<file path="config.mk">
export PLATFORM = sky130hd
export DESIGN_NAME = xtea_frame_loader
export DESIGN_NICKNAME = d
export VERILOG_FILES = /design/src/rtl/xtea_loader_pkg.sv /design/src/rtl/xtea_loader_timeout.sv /design/src/rtl/xtea_frame_loader.sv
export SDC_FILE = /design/constraint.sdc
export NUM_CORES = 1
export LEC_CHECK = 0
export BUFFER_PORTS_ARGS = -buffer_cell sky130_fd_sc_hd__buf_2
export CAP_MARGIN = 10
export CORE_AREA = 2 2 71 66
export CTS_BUF_LIST = sky130_fd_sc_hd__clkbuf_8
export DETAILED_ROUTE_END_ITERATION = 7
export DIE_AREA = 0 0 73 68
export GPL_ROUTABILITY_DRIVEN = 1
export REMOVE_ABC_BUFFERS = 1
export SLEW_MARGIN = 10
export SYNTH_ARGS = -nofsm -noshare
export SYNTH_HDL_FRONTEND = slang
export SYNTH_SLANG_ARGS = --single-unit
</file>
<file path="constraint.sdc">
create_clock -name clk -period 3.2 [get_ports clk]
set_input_delay 0.16 -clock clk [delete_from_list [all_inputs] [get_ports clk]]
set_output_delay 0.16 -clock clk [all_outputs]
set_load 0.01 [all_outputs]
</file>
<file path="src/rtl/xtea_loader_pkg.sv">
// xtea_loader_pkg: shared state type and constants for the XTEA frame loader.
// The S_CSUM state exists only when XTEA_LOADER_CHECKSUM_EN is defined.
package xtea_loader_pkg;
  typedef enum logic [2:0] {
    S_SYNC,
    S_KEY,
    S_CT,
`ifdef XTEA_LOADER_CHECKSUM_EN
    S_CSUM,
`endif
    S_WAIT
  } state_e;
  localparam int KEY_BYTES = 16;
  localparam int CT_BYTES = 8;
  localparam logic [7:0] DEFAULT_SYNC_BYTE = 8'hA5;
  localparam logic WR_SEL_KEY = 1'b0;
  localparam logic WR_SEL_CT = 1'b1;
endpackage

</file>
<file path="src/rtl/xtea_loader_timeout.sv">
// xtea_loader_timeout: idle counter that flags expiry after LIMIT-1 enabled cycles without a clear.
module xtea_loader_timeout #(
  parameter int LIMIT = 1024
) (
  input  logic clk,
  input  logic rst,
  input  logic clr_i,
  input  logic en_i,
  output logic expired_o
);
  localparam int CW = $clog2(LIMIT);
  logic [CW-1:0] cnt_q, cnt_d;
  assign expired_o = en_i && !clr_i && cnt_q == CW'(LIMIT - 1);
  always_comb cnt_d = (clr_i || expired_o) ? '0 : en_i ? cnt_q + CW'(1) : cnt_q;
  always_ff @(posedge clk) begin
    if (rst) cnt_q <= '0;
    else cnt_q <= cnt_d;
  end
endmodule

</file>
<file path="src/rtl/xtea_frame_loader.sv">
// xtea_frame_loader: writes a framed XTEA key + ciphertext into RAM and flags the job to the processor.
// Defining XTEA_LOADER_CHECKSUM_EN adds a trailing XOR checksum byte checked in S_CSUM.
module xtea_frame_loader
  import xtea_loader_pkg::*;
#(
  parameter logic [7:0] SYNC_BYTE = DEFAULT_SYNC_BYTE,
  parameter int TIMEOUT_CYCLES = 1024
) (
  input  logic       clk,
  input  logic       rst,
  input  logic       in_valid,
  output logic       in_ready,
  input  logic [7:0] in_data,
  output logic       wr_en,
  output logic       wr_sel,
  output logic [3:0] wr_addr,
  output logic [7:0] wr_data,
  output logic       job_ready,
  input  logic       job_ack,
  output logic       err
);
  state_e state_q, state_d;
  logic [3:0] cnt_q, cnt_d;
  logic wr_en_q, wr_en_d, wr_sel_q, wr_sel_d;
  logic [3:0] wr_addr_q, wr_addr_d;
  logic [7:0] wr_data_q, wr_data_d;
  logic err_q, err_d, job_ready_q, job_ready_d;
  logic beat, active, expired, key_last, ct_last;
`ifdef XTEA_LOADER_CHECKSUM_EN
  logic [7:0] csum_q, csum_d;
  assign active = state_q inside {S_KEY, S_CT, S_CSUM};
`else
  assign active = state_q inside {S_KEY, S_CT};
`endif
  assign in_ready = state_q != S_WAIT;
  assign beat = in_valid && in_ready;
  assign key_last = cnt_q == 4'(KEY_BYTES - 1);
  assign ct_last = cnt_q == 4'(CT_BYTES - 1);
  assign wr_en = wr_en_q;
  assign wr_sel = wr_sel_q;
  assign wr_addr = wr_addr_q;
  assign wr_data = wr_data_q;
  assign job_ready = job_ready_q;
  assign err = err_q;
  xtea_loader_timeout #(.LIMIT(TIMEOUT_CYCLES)) u_timeout (
    .clk(clk),
    .rst(rst),
    .clr_i(beat || !active),
    .en_i(active),
    .expired_o(expired)
  );
  always_comb begin
    state_d = state_q;
    cnt_d = cnt_q;
    wr_en_d = 1'b0;
    wr_sel_d = wr_sel_q;
    wr_addr_d = wr_addr_q;
    wr_data_d = wr_data_q;
    err_d = 1'b0;
    // job_ready is delayed a cycle behind S_WAIT so the last RAM write has landed first
    job_ready_d = state_q == S_WAIT && !(job_ack && job_ready_q);
`ifdef XTEA_LOADER_CHECKSUM_EN
    csum_d = csum_q;
`endif
    if (beat && (state_q == S_KEY || state_q == S_CT)) begin
      wr_en_d = 1'b1;
      wr_sel_d = state_q == S_CT ? WR_SEL_CT : WR_SEL_KEY;
      wr_addr_d = cnt_q;
      wr_data_d = in_data;
`ifdef XTEA_LOADER_CHECKSUM_EN
      csum_d = csum_q ^ in_data;
`endif
    end
    case (state_q)
      S_SYNC: if (beat && in_data == SYNC_BYTE) begin
        state_d = S_KEY;
        cnt_d = '0;
`ifdef XTEA_LOADER_CHECKSUM_EN
        csum_d = '0;
`endif
      end
      S_KEY: if (beat) begin
        cnt_d = key_last ? '0 : cnt_q + 4'd1;
        state_d = key_last ? S_CT : S_KEY;
      end
      S_CT: if (beat) begin
        cnt_d = ct_last ? '0 : cnt_q + 4'd1;
`ifdef XTEA_LOADER_CHECKSUM_EN
        state_d = ct_last ? S_CSUM : S_CT;
`else
        state_d = ct_last ? S_WAIT : S_CT;
`endif
      end
`ifdef XTEA_LOADER_CHECKSUM_EN
      S_CSUM: if (beat) begin
        state_d = in_data == csum_q ? S_WAIT : S_SYNC;
        err_d = in_data != csum_q;
      end
`endif
      S_WAIT: if (job_ack && job_ready_q) state_d = S_SYNC;
      default: state_d = S_SYNC;
    endcase
    if (expired) begin
      state_d = S_SYNC;
      cnt_d = '0;
      err_d = 1'b1;
    end
  end
  always_ff @(posedge clk) begin
    if (rst) begin
      state_q <= S_SYNC;
      cnt_q <= '0;
      wr_en_q <= 1'b0;
      wr_sel_q <= 1'b0;
      wr_addr_q <= '0;
      wr_data_q <= '0;
      err_q <= 1'b0;
      job_ready_q <= 1'b0;
`ifdef XTEA_LOADER_CHECKSUM_EN
      csum_q <= '0;
`endif
    end else begin
      state_q <= state_d;
      cnt_q <= cnt_d;
      wr_en_q <= wr_en_d;
      wr_sel_q <= wr_sel_d;
      wr_addr_q <= wr_addr_d;
      wr_data_q <= wr_data_d;
      err_q <= err_d;
      job_ready_q <= job_ready_d;
`ifdef XTEA_LOADER_CHECKSUM_EN
      csum_q <= csum_d;
`endif
    end
  end
endmodule

</file>
# == Yosys cells after proc, flatten, opt, wreduce, memory -nomap -nowiden ==
# Index checks and enable logic that the tools add are counted.
# word_totals
ff_bits,33
latchBits,0
ramBits,0
romBits,0
in_bits,12
output_inout_bits,17
word_cells,59
memories,0
# op_classes
add_sub_neg,2
n_mul,0
div_mod_pow,0
order_cmp,0
eq_ne,12
shifts,0
n_mux,16
n_bitwise,0
reduce_logical,20
# ops
op,count
$mux 4,5
$mux 3,4
$pmux 3 s4,1
$pmux 4 s3,1
$add 10x1->10 const B,1
$eq 10x10->1 const B,1
$eq 8x8->1 const B,1
$reduce_and 4->1,2
$logic_and 1x1->1,7
$eq 3x2->1 const B,2
$ne 2x2->1 const B,3
$add 4x1->4 const B,1
$eq 4x3->1 const B,1
$eq 4x4->1 const B,1
$mux 1,4
$reduce_or 2->1,2
$eq 3x1->1 const B,1
$logic_not 1->1,3
$logic_not 3->1,1
$logic_or 1x1->1,3
$ne 3x2->1 const B,1
$reduce_bool 3->1,1
$mux 2,1
$ne 2x1->1 const B,1
$reduce_bool 2->1,1

# == Logic depth before layout (Yosys ltp) ==
# Gate-level depths: netlist (run 1).
# logic_depth
ltp_word,9
depth_mapped,7
ltp_nobuf,6

# == Modules after synthesis ==
# Synthesis (run 1) repeated with hierarchy kept, for this count alone.
# hier_totals
cells_unflattened,177
area_unflattened_um2,1521.5
# by_module_without_submodules
mod,instances,cells_per_inst,area_each_um2,seq_area_each_um2
xtea_frame_loader,1,124,1039.7,440.4
xtea_loader_timeout,1,53,481.7,200.2

# == Least setup slack after synthesis (run 1) ==
# No wires, ideal clock.
# synth_timing
path_type,register -> register
from,register state_q[0]
to,register state_q[1]
setup_ns,0.070
arrival_ns,1.831
required_ns,3.130
slack_ns,1.300
path_stages_with_launch,7
path_buffers,0
period_less_slack_ns,1.900
cell_sequence,dfxtp_1 > inv_1 > ha_1 > or2_4 > a221o_1 > or4_1 > a21oi_1
# synth_via
elab_chain_cells,8
elab_cells_between_ends,20
classes_between,eq/ne: 8; mux: 1; reduce/logical: 11
# synth_rtl
element,line_no,rtl
"start, declared",xtea_frame_loader.sv:22,"state_e state_q, state_d;"
"start signal, assigned",xtea_frame_loader.sv:123,state_q <= state_d;
$eq 3x1->1 or $eq 3x2->1 (tied branches),"xtea_frame_loader.sv:33, xtea_frame_loader.sv:74",
$reduce_bool 2->1,xtea_frame_loader.sv:33,"assign active = state_q inside {S_KEY, S_CT};"
$logic_not 1->1,xtea_frame_loader.sv:48,".clr_i(beat || !active),"
$logic_or 1x1->1,xtea_frame_loader.sv:48,
$logic_not 1->1,xtea_loader_timeout.sv:13,assign expired_o = en_i && !clr_i && cnt_q == CW'(LIMIT - 1);
$logic_and 1x1->1 (2 in a row),xtea_loader_timeout.sv:13,
$reduce_or 2->1 (no source line),--,
# Several ways; a longest one is shown, not always the timed one.
# A chain may end at the register's enable or synchronous reset.

# == Worst setup path in the final report (run 1) ==
# Ends and elaborated chain as after synthesis.

==> flow_summary.yaml, run 1 <==
synthesis:
  syn_inst: 172
  synthTopCellsByArea: "dfxtp_1, nand2_1, a21oi_1"
  synth_top_area_share_pct: 44.29
  synth_area_per_cell_um2: 8.409
  syn-cell-area_um2: 1446
  ys_ff_latch: 32
  synthDistinctLibCells: 34
  post-synth-top-area-cell: "dfxtp_1"
  yosys_warnings: 0
  seq_area_frac_synth_pct: 44.29
floorplan:
  row_count: 23
  die_h_um: 68
  start_util_pct: 33.73
  die_w_um: 73
  dieArea_um2: 4964
  coreArea_um2: 4288
  io_pins: 29
clock_network:
  cts_htree_levels: 2
  cts_resized: 0
  cts_hold_buffers: 0
  cts_buffers: 5
  cts.sinks: 32
  cts_tree: "yes"
  path_clk_slew_ns: 0.06
  cts_buffer_depth: 2
  postCtsSetupBuffers: 0
  cts_root_buf: "clkbuf_8"
  insertion_delay_ns: 0.28
grt:
  grt_busiest_layer: "met2"
  grt_pass1_wl_mm: 4.781
  grt_pass1_vias: 1042
  antenna_found_initial: 0
  grt_max_degree: 19
  gr-usage-all-layers_pct: 12.76
  overflow: 0
  met3_usage_pct: 3.976
  met1_usage_pct: 16.20
  grt.met2_usage_pct: 20.27
power:
  ir_drop_v: 0.0002094
  power.density_nw_per_um2: 432.0
  total_power_mw: 0.7443
  p_leak_nw: 0.6403
timing:
  rsz0062_at_grt: "false"
  hold_viol: 0
  setup_ws_ns: 1.129
  setup_tns_ns: 0
  clock_skew_ns: 0.005964
  drv_slew: 0
  worstMarginPinSlew_ns: 0.6063
  relSlewSlack_pct: 59.58
  period_needed_ns: 2.071
  period_share_pct: 64.71
  setup_viol: 0
  fmax_mhz: 483.0
placement:
  place_congestion: 0.8171
  place_worst_setup_slack_ns: 1.162
  dpl.hpwl_mm: 2.233
  portBuffers: 28
  post_dp_cell_area_um2: 1627
finish:
  fin_area_um2: 1723
  n_fill_cell: 460
  final_util_pct: 40.18
  area_growth_pct: 19.12
  final_nets: 220
  drive_gt1_share_pct: 19.40
  n_antenna_cell: 0
setup_path:
  path_max_fanout: 5
  r2r_slack_ns: 1.13
  worst_setup_path_start_kind: "flip-flop"
  arrival_ns: 2.27
  path_cells: "inv_1 > ha_1 > or2_4 > a221o_1 > or4_1 > a21oi_1"
  crit_slowest_cell: "or4_1"
  cpPeakStageDelay_ns: 0.48
  cp-end-kind: "flip-flop"
  reg2reg_to: "state_q[1]"
  ff2ff_path_depth: 6
  critPathRequiredTime_ns: 3.40
  crit_type: "reg2reg"
  crit-reg2reg-launch: "state_q[0]"
min_path:
  worst_hold_path_type: "in2reg"
  hold_start: "in_data[6]"
  worstHoldPathCells: 3
  hold-path-endpoint: "wr_data[6]"
detailed_routing:
  wl_per_cell_um: 12.09
  first_iter_violations: 70
  drc: 0
  num_vias: 1239
  routed_via_density: 4.936
  detail-route-antenna-nets: 0
  drtPass1Iterations: 4
  wirelength_mm: 3.034
run_status:
  status: "complete, no violations"
run:
  cap_violations: 0
-- cell families after synthesis --
family / share of synthesized area [%]
buffers and inverters: 3.374
AND/OR/NAND/NOR: 25.43
XOR/XNOR: 4.844
flip-flops: 44.29
adder cells (fa/ha/maj): 6.055
AO/OA/AOI/OAI: 16.00
-- per-layer routing --
layer / part of all wire (%) / wire, µm / vias to the layer above
met4: 1.2 / 35 / 0
li1: - / - / 655
met3: 3.3 / 100 / 5
met2: 47 / 1417 / 17
met1: 49 / 1481 / 562
met5: 0 / 0 / -
-- metrics by stage --
step / cells / hold WS, ns
after global placement: 244 / 0.4158
after floorplan: 166 / 0.2291
after global routing: 251 / 0.1212
final: 251 / 0.1265
after CTS: 251 / 0.1191
after detailed placement: 244 / 0.4175
-- synthesized netlist by cell type, drive strengths merged --
master,number
nand3,6
nand2b,3
a21boi,1
inv,7
o31ai,3
a211o,1
nor4,2
a31o,1
nand2,32
or2,1
or4,2
o21ai,5
nor3,1
nor2,16
a21o,1
nor2b,1
o31a,1
nor3b,2
xor2,3
dfxtp,32
o2111a,1
nand4bb,2
clkbuf,6
a21oi,19
a221o,2
and3,1
nand4,5
ha,7
nand4b,1
a31oi,1
a221oi,1
xnor2,5
-- flip-flops by register name, indices dropped and copies added, names as in the netlist --
| name | count |
|---|---|
| cnt_q | 4 |
| err | 1 |
| job_ready | 1 |
| state_q | 2 |
| u_timeout.cnt_q | 10 |
| wr_addr | 4 |
| wr_data | 8 |
| wr_en | 1 |
| wr_sel | 1 |
-- placed cells by master, fill, tap and decap left out --
cell type  instances
nand4_1            5
a21boi_0           1
a221o_2            1
and3_1             1
inv_1              7
a211o_1            1
nor4_1             2
nor3_1             1
a221oi_1           1
or4_1              2
o31ai_1            3
a21oi_1           19
a221o_1            1
a31o_2             1
a21o_1             1
o31a_1             1
dfxtp_1           32
o21ai_0            5
a31oi_1            1
nand3_1            6
nand2_1           32
or2_4              1
xnor2_1            5
nand2b_4           1
xor2_1             3
o2111a_1           1
buf_2             28
nand4bb_1          2
nand4b_1           1
nand2b_1           2
nor3b_1            2
nor2_1            16
ha_1               7
nor2b_1            1
clkbuf_8           7
-- worst max path at each step --
stage	from	slack (ns)	endpoint
global route	state_q[1]	0.95	u_timeout.cnt_q[4]
CTS	state_q[0]	1.13	state_q[1]
floorplan	state_q[0]	1.30	state_q[1]
detailed placement	state_q[1]	1.16	u_timeout.cnt_q[8]
finish	state_q[0]	1.13	state_q[1]
global placement	state_q[0]	1.14	state_q[1]
-- worst max-delay path: cells and delay by family (launching register included) --
kind                     cells  cell delay (ns)
buffers and inverters        1             0.10
flip-flops                   1             0.39
adder cells (fa/ha/maj)      1             0.27
AO/OA/AOI/OAI                2             0.48
AND/OR/NAND/NOR              2             0.77
-- where the power goes --
part	switching [mW]	internal [mW]	leakage, nW
clock network	0.132	0.191	0.0503
logic	0.0133	0.00883	0.332
registers	0.0000953	0.399	0.258
total	0.146	0.598	0.640
-- cell type report --
type / instances / area (µm²) / area share [%]
multi-input combinational: 127 / 757.0 / 43.94
clock buffer: 7 / 96.34 / 5.592
tap: 50 / 62.56 / 3.631
sequential: 32 / 640.6 / 37.18
timing repair buffer: 28 / 140.1 / 8.134
inverter: 7 / 26.28 / 1.525
Note: power is estimated with default switching activity, not from simulation.
==> inputs of run 2 (changes only) <==
- ABC_AREA: not set -> 1
- CORE_AREA: 2 2 71 66 -> 2 2 74 69
- DIE_AREA: 0 0 73 68 -> 0 0 76 71
- clock period: 3.2 -> 2 ns (I/O delays scaled with it)
==> flow_summary.yaml, run 2 <==
clock_network:
  cts_root_buf: "clkbuf_8"
  cts_buffer_depth: 2
  cts.sinks: 32
  cts_hold_buffers: 0
  cts_tree: "yes"
  insertion_delay_ns: 0.28
  cts_buffers: 5
  cts_htree_levels: 2
  path_clk_slew_ns: 0.06
detailed_routing:
  detail-route-antenna-nets: 0
  wl_per_cell_um: 10.44
  wirelength_mm: 3.248
  first_iter_violations: 65
  drtPass1Iterations: 4
  routed_via_density: 4.489
  drc: 0
  num_vias: 1396
synthesis:
  ys_ff_latch: 32
  synth_area_per_cell_um2: 7.151
  synth_mux_area_share_pct: 0
  synth-simple-area-share_pct: 34.59
  synth.most_common_cell: "nand2_1"
  synth_commonest_cells: "nand2_1, dfxtp_1, nand3_1"
  yosys_warnings: 0
  synth-edff-count: 0
  synthXorXnorAreaFrac_pct: 2.247
  synth_top_area_share_pct: 41.09
  syn-cell-area_um2: 1559
  synth_top_family_by_area: "simple AND/OR/NAND/NOR gates"
  syn_inst: 218
  synth_async_sr_flop_share_pct: 0
  seq_area_frac_synth_pct: 41.09
  synthTopCellsByArea: "dfxtp_1, nand2_1, nand3_1"
  synth-compound-area-share_pct: 8.507
  synth-main-ff-cell: "dfxtp_1"
  post-synth-top-area-cell: "dfxtp_1"
  synthDistinctLibCells: 25
  synth-adder-area-share_pct: 5.618
power:
  power.density_nw_per_um2: 688.7
  combPwrFrac_pct: 10.9
  p_clk_share_pct: 35.9
  seq_power_share_pct: 53.1
  p_leak_nw: 0.7874
  internal_power_mw: 0.9334
  switchingPower_mw: 0.3281
  total_power_mw: 1.262
  ir_drop_v: 0.0002084
  switching_share_pct: 26.01
timing:
  drv_slew: 0
  setup_tns_ns: 0
  timing.hold.ws_ns: 0.03225
  fmax_mhz: 572.8
  period_needed_ns: 1.746
  hold_viol: 0
  clock_skew_ns: 0.004144
  setup_viol: 0
  rsz0062_at_grt: "false"
  worstMarginPinSlew_ns: 0.3433
  period_share_pct: 87.29
  relSlewSlack_pct: 77.06
finish:
  final_nets: 265
  area_growth_pct: 17.50
  drive_gt1_share_pct: 18.70
  finalNonFillerCells: 311
  n_antenna_cell: 0
  final_util_pct: 39.35
  layout_commonest_cell: "nand2_1"
  n_fill_cell: 497
  largest_reg_flops: 10
  regMostFlops: "u_timeout.cnt_q"
  final_cell_mix: "nand2_1, dfxtp_1, nand3_1, buf_2, a21oi_1"
floorplan:
  die_h_um: 71
  start_util_pct: 33.49
  coreArea_um2: 4654
  io_pins: 29
  die_w_um: 76
  row_count: 24
  dieArea_um2: 5396
placement:
  dpl.hpwl_mm: 2.369
  place_congestion: 0.7789
  dp.cells: 304
  portBuffers: 28
grt:
  grt_pass1_vias: 1322
  grt_pass1_wl_mm: 5.671
  antenna_found_initial: 0
  gr-usage-all-layers_pct: 13.05
  grt_max_degree: 20
  overflow: 0
min_path:
  worst_hold_path_type: "in2reg"
setup_path:
  worst_setup_path_start_kind: "flip-flop"
  arrival_ns: 1.95
  path_max_fanout: 19
  critPathRequiredTime_ns: 2.20
  r2r_slack_ns: 0.25
  cp-end-kind: "flip-flop"
  crit_type: "reg2reg"
run:
  cap_violations: 0
run_status:
  status: "complete, no violations"
run 2: area by class of cell:
type	instances	area (µm²)	share of cell area, %
Tap cell	65	81.33	4.440
Timing Repair Buffer	30	155.1	8.470
Inverter	21	78.83	4.303
Clock inverter	2	8.758	0.4781
Sequential cell	32	641.9	35.04
Multi-Input combinational cell	156	797.0	43.51
Clock buffer	5	68.82	3.757
run 2: through the flow:
step	setup slack [ns]	instance area, µm²
2_1_floorplan	0.05792	1514
3_3_place_gp	0.2780	1750
3_5_place_dp	0.1843	1750
4_1_cts	0.1718	1828
5_1_grt	0.04424	1832
6_report	0.2542	1832
run 2: worst paths after layout:
path                 startpoint            endpoint  cells past startpoint
max                  state_q[0]  u_timeout.cnt_q[6]                      6
min                  in_data[7]          wr_data[7]                      3
max reg2reg          state_q[0]  u_timeout.cnt_q[6]                      6
min reg2reg  u_timeout.cnt_q[0]  u_timeout.cnt_q[0]                      1
run 2: what timing repair did:
action,CTS,global route
setup buffers,0,0
endpoints found under the hold margin,0,0
resized for setup,0,2
endpoints found under the setup margin,0,5
run 2: power groups by stage:
stage,combinational [mW],sequential [mW],clock [mW]
floorplan,0.0837,0.685,0
detailed placement,0.138,0.684,0
finish,0.138,0.670,0.453
global route,0.160,0.673,0.491
global placement,0.136,0.684,0
CTS,0.139,0.670,0.474
run 2: kinds of logic (layout without fill, tap and decap cells):
group	after synthesis	after routing
AO/OA/AOI/OAI	26	26
AND/OR/NAND/NOR	119	119
flip-flops	32	32
buffers and inverters	30	58
adder cells (fa/ha/maj)	7	7
XOR/XNOR	4	4
run 2: routing by layer:
layer	vias to the layer above	track usage, %	part of all wire (%)
met5	-	0	0
met4	0	4.848	1.4
met3	5	4.337	3.9
met2	23	20.63	43
met1	616	16.73	52
li1	752	-	-
run 2: critical path, cell delays in order, from the launching register on:
cell	delay, ns
dfxtp_1	0.41
inv_1	0.11
ha_1	0.33
buf_4	0.24
nand2_1	0.07
nand3b_2	0.33
a21oi_1	0.18
